`src/rtl/dmem_io.sv`:
```
// -----------------------------------------------------------------------------
// dmem_io
//   Data-side memory and memory-mapped I/O stage for the single-cycle MIPS core.
//   Holds a word-addressed data RAM, an LED register, a synchronised switch
//   input, a 32-bit display register driving a scanned 8-digit 7-segment
//   display, and an optional free-running timer.
//
//   Reads are combinational from addr; writes commit on the rising clock edge.
//
//   Address map:
//     addr[31]=0  RAM, word index addr[$clog2(DMEM_WORDS)+1:2] (upper bits alias)
//     addr[31]=1  MMIO on addr[3:2]: 00 LED, 01 SW (RO), 10 DISP, 11 TIMER
//
//   Optional feature macro: DMEM_IO_TIMER_EN
//     defined   -> MMIO 11 is a loadable 32-bit free-running counter
//     undefined -> MMIO 11 reads 0, writes ignored, no counter logic
//
// Ports
//   clk        in   1   system clock
//   reset      in   1   asynchronous reset, active-low
//   memwrite   in   1   store strobe from core
//   addr       in   32  byte address (core aluout); addr[1:0] ignored
//   writedata  in   32  store data
//   readdata   out  32  load data, combinational from addr
//   sw         in   16  board switches (asynchronous)
//   led        out  16  LED register
//   an         out  8   digit enables, active-low
//   seg        out  7   segments {g,f,e,d,c,b,a}, active-low
// -----------------------------------------------------------------------------
module dmem_io #(
  parameter int DMEM_WORDS = 64,
  parameter int SCAN_DIV   = 16
) (
  input  logic        clk,
  input  logic        reset,
  input  logic        memwrite,
  input  logic [31:0] addr,
  input  logic [31:0] writedata,
  output logic [31:0] readdata,
  input  logic [15:0] sw,
  output logic [15:0] led,
  output logic [7:0]  an,
  output logic [6:0]  seg
);

  localparam int AW = $clog2(DMEM_WORDS);

  // MMIO register offsets on addr[3:2]
  localparam logic [1:0] REG_LED   = 2'b00;
  localparam logic [1:0] REG_SW    = 2'b01;
  localparam logic [1:0] REG_DISP  = 2'b10;
  localparam logic [1:0] REG_TIMER = 2'b11;

  logic [31:0]         mem [DMEM_WORDS];
  logic [AW-1:0]       ram_idx;
  logic                is_mmio;
  logic [1:0]          mmio_sel;
  logic                ram_we;
  logic                led_we;
  logic                disp_we;

  logic [15:0]         led_q;
  logic [31:0]         disp_q;
  logic [15:0]         sw_meta_q;
  logic [15:0]         sw_sync_q;
  logic [SCAN_DIV-1:0] scan_q;
  logic [SCAN_DIV-1:0] scan_d;
  logic [2:0]          digit_idx;
  logic [3:0]          digit_nib;
  logic [7:0]          an_q;
  logic [7:0]          an_d;
  logic [6:0]          seg_q;
  logic [6:0]          seg_d;
  logic [31:0]         timer_rd;

  // Address bits that the decode deliberately ignores (aliasing).
  logic unused_addr_bits;
  assign unused_addr_bits = ^{addr[30:AW+2], addr[1:0]};

  assign ram_idx  = addr[AW+1:2];
  assign is_mmio  = addr[31];
  assign mmio_sel = addr[3:2];
  assign ram_we   = memwrite & ~is_mmio;
  assign led_we   = memwrite &  is_mmio & (mmio_sel == REG_LED);
  assign disp_we  = memwrite &  is_mmio & (mmio_sel == REG_DISP);

  // Active-low gfedcba hex decode for one display nibble.
  function automatic logic [6:0] hex7(input logic [3:0] nib);
    logic [6:0] s;
    case (nib)
      4'h0: s = 7'b1000000;
      4'h1: s = 7'b1111001;
      4'h2: s = 7'b0100100;
      4'h3: s = 7'b0110000;
      4'h4: s = 7'b0011001;
      4'h5: s = 7'b0010010;
      4'h6: s = 7'b0000010;
      4'h7: s = 7'b1111000;
      4'h8: s = 7'b0000000;
      4'h9: s = 7'b0010000;
      4'hA: s = 7'b0001000;
      4'hB: s = 7'b0000011;
      4'hC: s = 7'b1000110;
      4'hD: s = 7'b0100001;
      4'hE: s = 7'b0000110;
      default: s = 7'b0001110;
    endcase
    return s;
  endfunction

  // RAM contents survive reset, so this block has no reset term.
  always_ff @(posedge clk) begin
    if (ram_we) begin
      mem[ram_idx] <= writedata;
    end
  end

  always_ff @(posedge clk or negedge reset) begin
    if (!reset) begin
      led_q  <= 16'h0;
      disp_q <= 32'h0;
    end else begin
      if (led_we) begin
        led_q <= writedata[15:0];
      end
      if (disp_we) begin
        disp_q <= writedata;
      end
    end
  end

  // Two-flop synchroniser for the asynchronous switch inputs.
  always_ff @(posedge clk or negedge reset) begin
    if (!reset) begin
      sw_meta_q <= 16'h0;
      sw_sync_q <= 16'h0;
    end else begin
      sw_meta_q <= sw;
      sw_sync_q <= sw_meta_q;
    end
  end

  // The top three scan bits pick the digit; an/seg are registered from the
  // current scan value, giving one cycle of latency to the pins.
  assign digit_idx = scan_q[SCAN_DIV-1 -: 3];
  assign digit_nib = disp_q[{digit_idx, 2'b00} +: 4];

  always_comb begin
    scan_d = scan_q + SCAN_DIV'(1);
    an_d   = ~(8'b1 << digit_idx);
    seg_d  = hex7(digit_nib);
  end

  always_ff @(posedge clk or negedge reset) begin
    if (!reset) begin
      scan_q <= '0;
      an_q   <= 8'hFF;
      seg_q  <= 7'h7F;
    end else begin
      scan_q <= scan_d;
      an_q   <= an_d;
      seg_q  <= seg_d;
    end
  end

`ifdef DMEM_IO_TIMER_EN
  logic [31:0] timer_q;
  logic [31:0] timer_d;
  logic        timer_we;

  assign timer_we = memwrite & is_mmio & (mmio_sel == REG_TIMER);

  // A store loads the counter; counting resumes from the loaded value.
  always_comb begin
    timer_d = timer_q + 32'd1;
    if (timer_we) begin
      timer_d = writedata;
    end
  end

  always_ff @(posedge clk or negedge reset) begin
    if (!reset) begin
      timer_q <= 32'h0;
    end else begin
      timer_q <= timer_d;
    end
  end

  assign timer_rd = timer_q;
`else
  assign timer_rd = 32'h0;
`endif

  // Load data shows the stored value before the edge, so a same-cycle
  // store and load of one address returns the old word.
  always_comb begin
    readdata = 32'h0;
    if (!is_mmio) begin
      readdata = mem[ram_idx];
    end else begin
      case (mmio_sel)
        REG_LED:  readdata = {16'h0, led_q};
        REG_SW:   readdata = {16'h0, sw_sync_q};
        REG_DISP: readdata = disp_q;
        REG_TIMER: readdata = timer_rd;
        default:  readdata = 32'h0;
      endcase
    end
  end

  assign led = led_q;
  assign an  = an_q;
  assign seg = seg_q;

endmodule

```
`config.mk`:
```
export PLATFORM = sky130hd
export DESIGN_NAME = dmem_io
export DESIGN_NICKNAME = d
export VERILOG_FILES = /design/src/rtl/dmem_io.sv
export SDC_FILE = /design/constraint.sdc
export NUM_CORES = 2
export LEC_CHECK = 0
export BUFFER_PORTS_ARGS = -buffer_cell sky130_fd_sc_hd__buf_2
export CORE_ASPECT_RATIO = 0.6
export CORE_MARGIN = 4
export CORE_UTILIZATION = 55
export DETAILED_ROUTE_END_ITERATION = 6
export PLACE_DENSITY = 0.71
export SETUP_SLACK_MARGIN = 0.5
export SYNTH_ARGS = -nofsm -noshare
export SYNTH_HDL_FRONTEND = slang
export SYNTH_SLANG_ARGS = --single-unit
```
`constraint.sdc`:
```
create_clock -name clk -period 5.4 [get_ports clk]
set_clock_uncertainty 0.15 [all_clocks]
set_input_delay 0 -clock clk [delete_from_list [all_inputs] [get_ports clk]]
set_output_delay 0 -clock clk [all_outputs]
set_load 0.03 [all_outputs]
```
==> impl_metrics.yaml <==
synth:
  synth_flop_cell: "edfxtp_1"
  syn_inst: 3809
  yosys.area.top_type: "edfxtp_1"
  synth_area_leaders: "edfxtp_1, mux4_2, dfrtp_1"
  synth_enable_flop_cells: 2048
  ys_seq_area_frac: 0.773
  syn_nets: 3898
  async_flop_share: 0.0514
  synth_commonest_cells: "edfxtp_1, mux4_2, mux2i_1"
  yosysMostFrequentCell: "edfxtp_1"
  ys_seq_elements: 2159
  syn-cell-area_um2: 83200
  yosys_warnings: 0
  synth_top_cell_area_share: 0.739
  syn_area_per_cell_um2: 21.8
  synth_cell_types: 65
floorplanning:
  die_area_um2: 158000
  coreArea_um2: 150000
  die_w_um: 510
  start_util: 0.554
  die_y_um: 309
  row_count: 110
  ioPinCount: 146
place:
  port-buffer-count: 120
  gp_congestion: 0.871
  dp.cells: 5922
  place_ws_ns: 1.59
  place.detailed.hpwl_mm: 140
  place_area_um2: 87400
detailed_routing:
  dr.first_iter.drc_count: 8092
  wl_per_cell_um: 37.0
  antenna_left: 0
  via_per_inst: 6.83
  route.detailed.drc: 0
  vias: 43200
  drtPass1Iterations: 6
  wl_mm: 234
global_route:
  grt_max_degree: 93
  antenna_found_initial: 12
  grt_pass1_wl_mm: 326
  grt_use_total: 0.298
  grt_overflow_total: 0
  grt_pass1_vias: 41500
timing:
  rsz0062_at_grt: "no"
  fmax_ghz: 0.248
  fin_crit_sh: 0.748
  maxSlewViolCount: 0
  setup_violations: 0
  hold_viol: 0
  finalCriticalPeriod_ns: 4.04
  setup_slack_ns: 1.36
  slew_headroom: 0.107
  worst_pin_slew_ns: 1.34
  tns_ns: 0
layout:
  nets: 4243
  area_delta_synth_final_pct: 12.6
  final_cells: 6321
  final_util: 0.624
  drive_gt1_frac: 0.274
  fin_area_um2: 93700
clocking:
  clockBufferDepth: 3
  post-cts-setup-buffer-count: 0
  holdBufCountCts: 68
  cts_resized: 0
  cts_num_sinks: 2159
  h-tree-depth: 4
  cts_buffers: 178
  path_clk_slew_ns: 0.07
  clk_latency_ns: 0.79
  cts_tree: "done"
  clock-root-buffer: "clkbuf_16"
power:
  p_leak_nw: 30.0
  powerDensity_nw_per_um2: 358
  ir_worst_vdd_mv: 0.339
worst_setup_path:
  path_max_fanout: 22
  reg2reg_depth: 7
  r2r-end: "seg[3]"
  worst-r2r-setup-slack_ns: 1.95
  r2r_start: "scan_q[13]"
  critPathLaunchType: "primary input"
  end_kind: "output pin"
  cp.arrival_ns: 3.89
  critical_path_class: "in -> out"
  worstPathRequired_ns: 5.25
min_path:
  hp-class: "in -> async"
flow_run:
  maxCapViolCount: 0
run_status:
  outcome: "complete, no violations"
layer usage:
layer / global-route usage / routed length (µm)
met2: 0.401 / 98000
met3: 0.126 / 40200
met1: 0.455 / 89700
met5: 0 / 0
met4: 0.0744 / 5710
flip-flops by register name, summed over array words and instances, names as in the netlist:
register and flops:
disp_q 32, mem 2048, an 8, led 16
sw_meta_q 16, scan_q 16, seg 7, sw_sync_q 16
cell type report:
| type | count | area (µm²) |
|---|---|---|
| antenna | 7 | 17.5 |
| clock buffer | 243 | 4870 |
| clock inverter | 81 | 672 |
| fill | 9888 | 56500 |
| inverter | 7 | 26.3 |
| multi-input combinational | 1431 | 18200 |
| sequential | 2159 | 64300 |
| tap | 2016 | 2520 |
| timing repair buffer | 377 | 3060 |
how the worst max path moves through the flow:
stage                     slack, ns        start  cells past startpoint            to
after floorplan                1.91      addr[2]                     10    mem[11][0]
after detailed placement       1.59      addr[4]                      6   mem[16][16]
after global placement         1.55      addr[2]                      9   readdata[3]
final                          1.36      addr[7]                      7   readdata[9]
after CTS                      1.58  mem[31][29]                      6  readdata[29]
after global routing           1.36      addr[2]                      8  readdata[19]
cell usage in the layout (no fill, tap or decap), drive strengths merged, types with 5 or more instances in the layout:
master       instances
o22ai               35
diode                7
a211oi              21
inv                  9
a2111oi             12
nand2b              19
xor2                 5
o211ai               8
dfrtp               96
nor2b               26
clkbuf             243
xnor2                9
o221ai               7
nor3                19
nand2               76
a22oi               65
a21oi               70
edfxtp            2048
dfstp               15
dlygate4sd3         67
nor2               138
buf                310
mux4               496
a22o                12
mux2i              188
bufinv              11
nand3b               5
and2                 7
mux2                61
nand3               28
o21ai               40
a31oi               10
nor4                 9
a221oi              12
ha                   6
clkinv              67
worst max-delay path, stage by stage:
cell and delay, ns:
buf_2 0.69, buf_4 0.47, nand2b_1 0.43, o211ai_1 0.70
o221ai_1 0.65, a22oi_1 0.62, buf_2 0.30
through the flow:
stage               hold WS, ns  total power (W)
global placement        -0.0486           0.0211
CTS                       0.109           0.0335
detailed placement      -0.0404           0.0211
finish                    0.154           0.0335
floorplan                -0.446           0.0201
global route              0.199           0.0344
cell families after synthesis:
| kind of cell | after synthesis | share of synthesized area |
|---|---|---|
| compound gates | 316 | 0.0256 |
| mux | 745 | 0.166 |
| fa+ha+maj | 6 | 0.000902 |
| xor+xnor | 14 | 0.00147 |
| buf+inv | 219 | 0.0142 |
| simple gates | 350 | 0.0195 |
| flops | 2159 | 0.773 |
power breakdown:
part           leakage [nW]  total (W)  internal, W  switching [W]
logic                  7.56    0.00225     0.000769        0.00149
clock network          2.70     0.0126      0.00683        0.00582
registers              19.7     0.0186       0.0185       0.000104
total                  30.0     0.0335       0.0261        0.00741
Note: power is estimated with default switching activity, not from simulation.
